$ cat src/rtl/clk_gate_pkg.sv
// Shared types and helpers for the multi-channel clock gating controller.
package clk_gate_pkg;

    typedef enum logic [1:0] {
        ST_ON   = 2'b00,
        ST_WAKE = 2'b01,
        ST_OFF  = 2'b10
    } state_t;

    localparam int MAX_CH = 32;

    // Bits needed to count 0..value-1; never narrower than one bit.
    function automatic int clog2(input int value);
        int result;
        int remain;
        result = 0;
        remain = value - 1;
        while (remain > 0) begin
            result = result + 1;
            remain = remain >> 1;
        end
        return (result < 1) ? 1 : result;
    endfunction

endpackage

$ cat src/rtl/clock_gate_cell.sv
// Glitch-free clock gate: low-phase transparent latch followed by an AND.
module clock_gate_cell (
    input  logic clk_in,
    input  logic en,
    input  logic test_mode,
    output logic clk_out
);

    logic r_latch;

    // Enable is only captured while the clock is low, so clk_out passes whole high phases only.
    always_latch begin
        if (!clk_in) begin
            r_latch <= en | test_mode;
        end
    end

    assign clk_out = clk_in & r_latch;

endmodule

$ cat src/rtl/multi_channel_clock_gate_ctrl.sv
// Per-channel idle detection, wake handshake and clock gating for NUM_CH channels.
module multi_channel_clock_gate_ctrl
    import clk_gate_pkg::*;
#(
    parameter int NUM_CH            = 4,
    parameter int CNT_W             = 8,
    parameter int WAKE_CYCLES       = 2,
    parameter int SYNC_STAGES       = 2,
    parameter int ENABLE_ACTIVE_LOW = 0
) (
    input  logic              clk_in,
    input  logic              rst,
    input  logic [CNT_W-1:0]  idle_thresh,
    input  logic [NUM_CH-1:0] ch_busy,
    input  logic [NUM_CH-1:0] ch_wake_req,
    input  logic [NUM_CH-1:0] ch_force_on,
    input  logic              test_mode,
    output logic [NUM_CH-1:0] clk_out,
    output logic [NUM_CH-1:0] ch_clk_en,
    output logic [NUM_CH-1:0] ch_ready,
    output logic              all_gated
);

    localparam int              WAKE_W    = clog2(WAKE_CYCLES);
    localparam logic [WAKE_W-1:0] WAKE_LAST = WAKE_W'(WAKE_CYCLES - 1);

    logic [NUM_CH-1:0] w_busy;
    logic [NUM_CH-1:0] w_wakeS;
    logic [NUM_CH-1:0] w_idle;
    logic [NUM_CH-1:0] w_isOff;

    state_t            r_state      [NUM_CH];
    state_t            w_stateNxt   [NUM_CH];
    logic [CNT_W-1:0]  r_idleCnt    [NUM_CH];
    logic [CNT_W-1:0]  w_idleCntNxt [NUM_CH];
    logic [WAKE_W-1:0] r_wakeCnt    [NUM_CH];
    logic [WAKE_W-1:0] w_wakeCntNxt [NUM_CH];

    logic [NUM_CH-1:0] r_clkEn;
    logic [NUM_CH-1:0] r_ready;
    logic              r_allGated;

    assign w_busy = (ENABLE_ACTIVE_LOW != 0) ? ~ch_busy : ch_busy;
    assign w_idle = ~w_busy & ~w_wakeS & ~ch_force_on;

    generate
        if (SYNC_STAGES == 0) begin : g_noSync
            assign w_wakeS = ch_wake_req;
        end else begin : g_sync
            logic [NUM_CH-1:0] r_sync [SYNC_STAGES];

            // Multi-flop synchroniser for the asynchronous wake requests.
            always_ff @(posedge clk_in) begin
                if (rst) begin
                    for (int s = 0; s < SYNC_STAGES; s++) begin
                        r_sync[s] <= '0;
                    end
                end else begin
                    r_sync[0] <= ch_wake_req;
                    for (int s = 1; s < SYNC_STAGES; s++) begin
                        r_sync[s] <= r_sync[s-1];
                    end
                end
            end

            assign w_wakeS = r_sync[SYNC_STAGES-1];
        end
    endgenerate

    // Next-state and counter logic for every channel; each channel is independent.
    always_comb begin
        for (int i = 0; i < NUM_CH; i++) begin
            w_stateNxt[i]   = r_state[i];
            w_idleCntNxt[i] = r_idleCnt[i];
            w_wakeCntNxt[i] = r_wakeCnt[i];
            unique case (r_state[i])
                ST_ON: begin
                    if (w_idle[i]) begin
                        if ((idle_thresh != '0) && (r_idleCnt[i] >= (idle_thresh - CNT_W'(1)))) begin
                            w_stateNxt[i] = ST_OFF;
                        end
                        if (r_idleCnt[i] != '1) begin
                            w_idleCntNxt[i] = r_idleCnt[i] + CNT_W'(1);
                        end
                    end else begin
                        w_idleCntNxt[i] = '0;
                    end
                end
                ST_OFF: begin
                    if (w_busy[i] || w_wakeS[i] || ch_force_on[i]) begin
                        w_stateNxt[i]   = ST_WAKE;
                        w_wakeCntNxt[i] = '0;
                    end
                end
                ST_WAKE: begin
                    if (r_wakeCnt[i] == WAKE_LAST) begin
                        w_stateNxt[i]   = ST_ON;
                        w_idleCntNxt[i] = '0;
                    end else begin
                        w_wakeCntNxt[i] = r_wakeCnt[i] + WAKE_W'(1);
                    end
                end
                default: begin
                    w_stateNxt[i] = ST_ON;
                end
            endcase
        end
    end

    // Decode of the current state used for the registered all-gated flag.
    always_comb begin
        for (int i = 0; i < NUM_CH; i++) begin
            w_isOff[i] = (r_state[i] == ST_OFF);
        end
    end

    // State, counters and registered outputs; enables are computed from next state so they align with it.
    always_ff @(posedge clk_in) begin
        if (rst) begin
            for (int i = 0; i < NUM_CH; i++) begin
                r_state[i]   <= ST_ON;
                r_idleCnt[i] <= '0;
                r_wakeCnt[i] <= '0;
            end
            r_clkEn    <= '1;
            r_ready    <= '1;
            r_allGated <= 1'b0;
        end else begin
            for (int i = 0; i < NUM_CH; i++) begin
                r_state[i]   <= w_stateNxt[i];
                r_idleCnt[i] <= w_idleCntNxt[i];
                r_wakeCnt[i] <= w_wakeCntNxt[i];
                r_clkEn[i]   <= (w_stateNxt[i] != ST_OFF);
                r_ready[i]   <= (w_stateNxt[i] == ST_ON);
            end
            r_allGated <= &w_isOff;
        end
    end

    assign ch_clk_en = r_clkEn;
    assign ch_ready  = r_ready;
    assign all_gated = r_allGated;

    generate
        for (genvar g = 0; g < NUM_CH; g++) begin : g_gate
            clock_gate_cell u_gate (
                .clk_in    (clk_in),
                .en        (r_clkEn[g]),
                .test_mode (test_mode),
                .clk_out   (clk_out[g])
            );
        end
    endgenerate

endmodule

$ cat config.mk
export PLATFORM = sky130hd
export DESIGN_NAME = multi_channel_clock_gate_ctrl
export DESIGN_NICKNAME = d
export VERILOG_FILES = /design/src/rtl/clk_gate_pkg.sv /design/src/rtl/clock_gate_cell.sv /design/src/rtl/multi_channel_clock_gate_ctrl.sv
export SDC_FILE = /design/constraint.sdc
export NUM_CORES = 1
export LEC_CHECK = 0
export ABC_AREA = 1
export BUFFER_PORTS_ARGS = -buffer_cell sky130_fd_sc_hd__buf_2
export CORE_MARGIN = 2
export CORE_UTILIZATION = 45
export DETAILED_ROUTE_END_ITERATION = 10
export GPL_ROUTABILITY_DRIVEN = 0
export PLACE_DENSITY = 0.73
export SLEW_MARGIN = 40
export SYNTH_ARGS = -nofsm -noshare
export SYNTH_HDL_FRONTEND = slang
export SYNTH_SLANG_ARGS = --single-unit
$ cat constraint.sdc
create_clock -name clk_in -period 1.8 [get_ports clk_in]
set_input_delay 0.18 -clock clk_in [delete_from_list [all_inputs] [get_ports clk_in]]
set_output_delay 0.18 -clock clk_in [all_outputs]
set_load 0.02 [all_outputs]
; ---- Yosys cells after proc, flatten, opt, wreduce, memory -nomap -nowiden
; Memory sizes are Yosys's and may differ from the RTL's.
; Index checks and enable logic that the tools add are counted.
[totals]
ff_bits = 9
latchBits = 4
mem_bits_rw = 52
mem_bits_ro = 0
inputBits = 23
output_inout_bits = 13
wordCells = 158
n_memories = 4
[memory_table]
columns = name, depth, word_bits, read_ports, rd_ports_with_merged_regs, write_ports, line_no
row1 = r_idleCnt, 4, 8, 4, 0, 4, multi_channel_clock_gate_ctrl.sv:34  ; logic [CNT_W-1:0] r_idleCnt [NUM_CH];
row2 = g_sync.r_sync, 2, 4, 2, 0, 2, multi_channel_clock_gate_ctrl.sv:50  ; logic [NUM_CH-1:0] r_sync [SYNC_STAGES];
row3 = r_state, 4, 2, 4, 0, 4, multi_channel_clock_gate_ctrl.sv:32  ; state_t r_state [NUM_CH];
row4 = r_wakeCnt, 4, 1, 4, 0, 4, multi_channel_clock_gate_ctrl.sv:36  ; logic [WAKE_W-1:0] r_wakeCnt [NUM_CH];
[classes]
add_sub_neg = 9
n_mul = 0
n_div = 0
n_lt_le_gt_ge = 4
n_eq_ne = 16
n_shift = 0
muxes = 69
bitwise = 27
reduce_logical = 22
[op_table]
columns = op, n
row1 = 8-bit two-way mux, 16
row2 = 8-bit one-hot mux with 2 select lines, 4
row3 = 2-bit two-way mux, 20
row4 = 8-bit by 1-bit adder with 8-bit output (second input constant), 4
row5 = 8-bit >= comparator, 4
row6 = 8-bit != test (second input constant), 4
row7 = 2-bit one-hot mux with 3 select lines, 4
row8 = 1-bit two-way mux, 19
row9 = 1-bit bitwise OR, 18
row10 = 2-bit zero test, 8
row11 = 4-bit inverter, 3
row12 = 4-bit AND, 2
row13 = 2-bit by 1-bit == test with 1-bit output (second input constant), 4
row14 = 2-bit == test (second input constant), 4
row15 = 1-bit logical OR, 8
row16 = 4-bit two-way mux, 2
row17 = 2-bit != test (second input constant), 4
row18 = 1-bit one-hot mux with 2 select lines, 4
row19 = 8-bit nonzero test, 1
row20 = 8-bit by 1-bit subtractor with 8-bit output (second input constant), 1
row21 = 1-bit adder (second input constant), 4
row22 = 1-bit AND, 4
row23 = 1-bit logical AND, 4
row24 = 4-bit AND reduction, 1

; ---- Depth between registers and ports, before layout
[depth]
depth_word = 7
mapped_depth = 18

; ---- By module
; From an unflattened synthesis, not the netlist that was laid out.
[unflattened]
cells_unflattened = 558
area_unflattened_um2 = 3654.8
[by_module_without_submodules]
columns = mod, n_inst, cells_per_inst, area_per_inst_um2
row1 = multi_channel_clock_gate_ctrl, 1, 534, 3519.6
row2 = clock_gate_cell, 4, 6, 33.8

==> results.sh <==
export IMPL_outcome="finished with violations"
export IMPL_violations="negative setup slack"
export IMPL_grt_max_degree=19
export IMPL_reg2reg_depth=8
export IMPL_whs_path_depth=4
export IMPL_power_switching_mw=1.084
export IMPL_synthArstFlopShare_pct=0
export IMPL_crit_path_start_kind="latch"
export IMPL_clock_latency_ps=450
export IMPL_dieArea_sq_um=8739
export IMPL_netlist_area_sq_um=3603
export IMPL_power_density_nw_per_um2=839.1
export IMPL_crit_required_ps=1620
export IMPL_crit_fanout=1
export IMPL_io_buffers=35
export IMPL_r2r_end="r_idleCnt[2][4]"
export IMPL_via_per_inst=4.920
export IMPL_cp_slowest_cell="dlxtn_1"
export IMPL_setup_viol=8
export IMPL_place_detailed_hpwl_microns=6058
export IMPL_path_cells="nand2_1 > inv_1 > buf_6"
export IMPL_leakagePower_nw=2.167
export IMPL_fin_ws_ps=-335.0
export IMPL_avgRoutedWirePerCell_microns=11.64
export IMPL_rrSetupSlack_ps=120
export IMPL_top_usage_layer="met2"
export IMPL_grtUsageMet3_pct=6.527
export IMPL_grt_pass1_wl_microns=14030
export IMPL_final_nets=639
export IMPL_fill_cells=694
export IMPL_wl_microns=8135
export IMPL_pwr_share_clk_pct=54.8
export IMPL_rr_startpoint="r_idleCnt[2][0]"
export IMPL_ios=36
export IMPL_drc=0
export IMPL_hold_viol=0
export IMPL_start_util_pct=46.63
export IMPL_synth_distinct_cells=38
export IMPL_chipHeight_microns=93.49
export IMPL_grt_pass1_vias=3456
export IMPL_netlist_top_cell_by_area="dfxtp_1"
export IMPL_layout_drive_gt1_share_pct=19.77
export IMPL_stdcell_count=699
export IMPL_avgSynthCellArea_sq_um=6.799
export IMPL_dp_cells=673
export IMPL_clk_pin_slew_worst_paths_ps=80
export IMPL_ys_flop_type="dfxtp_1"
export IMPL_power_frac_comb_pct=6.8
export IMPL_peakVddDrop_v=0.0006447
export IMPL_crit_arrival_ps=1960
export IMPL_cts_tree="done"
export IMPL_diodes=0
export IMPL_grtUsageMet1_pct=22.49
export IMPL_synthesis_nets=578
export IMPL_netlist_instances=530
export IMPL_relSlewSlack_pct=69.04
export IMPL_rsz0062_at_grt="true"
export IMPL_grt_use_total_pct=20.52
export IMPL_seq_power_share_pct=38.4
export IMPL_die_width_microns=93.49
export IMPL_design_core_area_sq_um=7727
export IMPL_gr_total_overflow=0
export IMPL_utilization_pct=57.37
export IMPL_synth_edf_count=0
export IMPL_p_int_mw=2.635
export IMPL_min_to="r_wakeCnt[2]"
export IMPL_max_stage_delay_ps=390
export IMPL_critical_path_endpoint_type="primary output"
export IMPL_finClkSkew_ps=12.11
export IMPL_synth_seq_cells=65
export IMPL_finalMaxSlewViolations=0
export IMPL_synth_top_area_share_pct=33.89
export IMPL_first_pass_iters=5
export IMPL_ys_warn_count=0
export IMPL_p_sw_share_pct=29.15
export IMPL_grtUsageMet2_pct=35.31
export IMPL_fin_setup_tns_ps=-1306
export IMPL_worst_pin_slew_ps=461.3
export IMPL_hp_class="input port to flip-flop"
export IMPL_num_vias=3439
export IMPL_area_growth_pct=23.02
export IMPL_hp_start="ch_force_on[2]"
export IMPL_ys_top_cells_by_area="dfxtp_1 (34%), nand2_1 (12%), inv_1 (10%)"
export IMPL_antenna_found_initial=0
export IMPL_final_antenna_net_count=0
export IMPL_criticalPathCategory="latch to primary output"
export IMPL_rows=32
export IMPL_drtIter0Drc=152
export IMPL_cap_violations=0
export IMPL_total_power_mw=3.720
==> Yosys cell counts (2+ instances only) <==
cell      instances
o21ai_0          19
inv_1            96
a211oi_1          4
xor2_1            5
buf_2             3
o21a_1            4
nor2_1           77
nand2_2           2
dfxtp_1          61
nand3_1          23
nand4_1           6
nor3b_1           5
dlxtn_1           4
or2_2             5
o211ai_1          2
buf_4             8
nor3_1           18
xnor2_1           2
a21oi_1          22
nand2_4           3
nand2_1         118
ha_1             25
nor4_1            3
==> flip-flops by register name, summed over array words and instances (netlist names) <==
signal,flops
r_state,8
r_wakeCnt,4
ch_ready,4
ch_clk_en,4
r_idleCnt,32
all_gated,1
g_sync.r_sync,8
g_gate.u_gate.r_latch,4
==> through the flow <==
stage / setup WS, ps / instance area (sq um) / hold WS [ps]
2_1_floorplan: 43.84 / 3603 / 287.0
3_3_place_gp: -135.5 / 3963 / 379.7
3_5_place_dp: -187.0 / 3963 / 385.1
4_1_cts: -352.1 / 4302 / 71.14
5_1_grt: -383.1 / 4433 / 72.27
6_report: -335.0 / 4433 / 74.63
==> worst max-delay path: cells and delay by family (launching register included) <==
family,cells,cell delay [ps]
AND/OR/NAND/NOR,1,50
latches,1,390
buffers and inverters,2,170
==> power by group through the flow <==
stage / Sequential, mW / Combinational [mW] / Clock, mW
after global placement: 1.46 / 0.225 / 0.270
after detailed placement: 1.46 / 0.235 / 0.270
after global routing: 1.43 / 0.290 / 2.17
after floorplan: 1.46 / 0.149 / 0.327
final: 1.43 / 0.251 / 2.04
after CTS: 1.43 / 0.243 / 2.03
==> cell usage in the layout, fill, tap and decap left out, types with 5 or more instances in the layout <==
| cell | netlist | final |
|---|---|---|
| xor2_1 | 5 | 5 |
| a21oi_1 | 22 | 21 |
| or2_2 | 5 | 5 |
| nor3_1 | 18 | 17 |
| nand2_1 | 118 | 117 |
| clkbuf_8 | 0 | 14 |
| dfxtp_1 | 61 | 55 |
| inv_1 | 96 | 93 |
| ha_1 | 25 | 21 |
| buf_2 | 3 | 31 |
| nand4_1 | 6 | 6 |
| nand3_1 | 23 | 20 |
| dfxtp_2 | 0 | 6 |
| nor3b_1 | 5 | 5 |
| nor2_1 | 77 | 76 |
| buf_4 | 8 | 19 |
| o21ai_0 | 19 | 16 |
==> kinds of logic after synthesis <==
kind of cell | count (synthesis) | synth area share (%)
DFF | 61 | 33.89
adders and majority gates | 25 | 8.681
buffers and inverters | 110 | 12.60
xor gates and xnor gates | 7 | 1.701
latches | 4 | 1.667
AOI/OAI and AO/OA | 57 | 9.028
and+or+nand+nor | 266 | 32.43
==> metal layers <==
metal	wire, microns	vias up
met5	0	-
met4	185	0
met3	392	22
met2	4024	78
met1	3532	1556
li1	-	1783
==> layout make-up <==
class / count / area [sq um] / share of cell area (%)
clock inverter: 10 / 86.33 / 1.948
multi-input combinational: 355 / 1989 / 44.88
clock buffer: 19 / 241.5 / 5.447
tap: 102 / 127.6 / 2.879
timing repair buffer: 54 / 337.8 / 7.621
sequential: 65 / 1290 / 29.10
inverter: 94 / 360.3 / 8.129
==> worst max path at each step <==
stage,from,endpoint,slack [ps],cells past startpoint
floorplan,idle_thresh[0],r_state[0][1],40,16
global placement,idle_thresh[0],r_state[3][1],-140,17
detailed placement,idle_thresh[0],r_state[1][1],-190,17
CTS,g_gate[2].u_gate.r_latch,clk_out[2],-350,3
global route,g_gate[1].u_gate.r_latch,clk_out[1],-380,3
finish,g_gate[1].u_gate.r_latch,clk_out[1],-340,3
==> repair_timing <==
item,4_1_cts,5_1_grt
gates resized for setup,10,32
hold endpoints to repair,4,0
setup endpoints to repair,16,44
hold buffers,4,0
buffers inserted,0,1
pin swaps,2,8
gates cloned,0,0
Note: power is estimated with default switching activity, not from simulation.
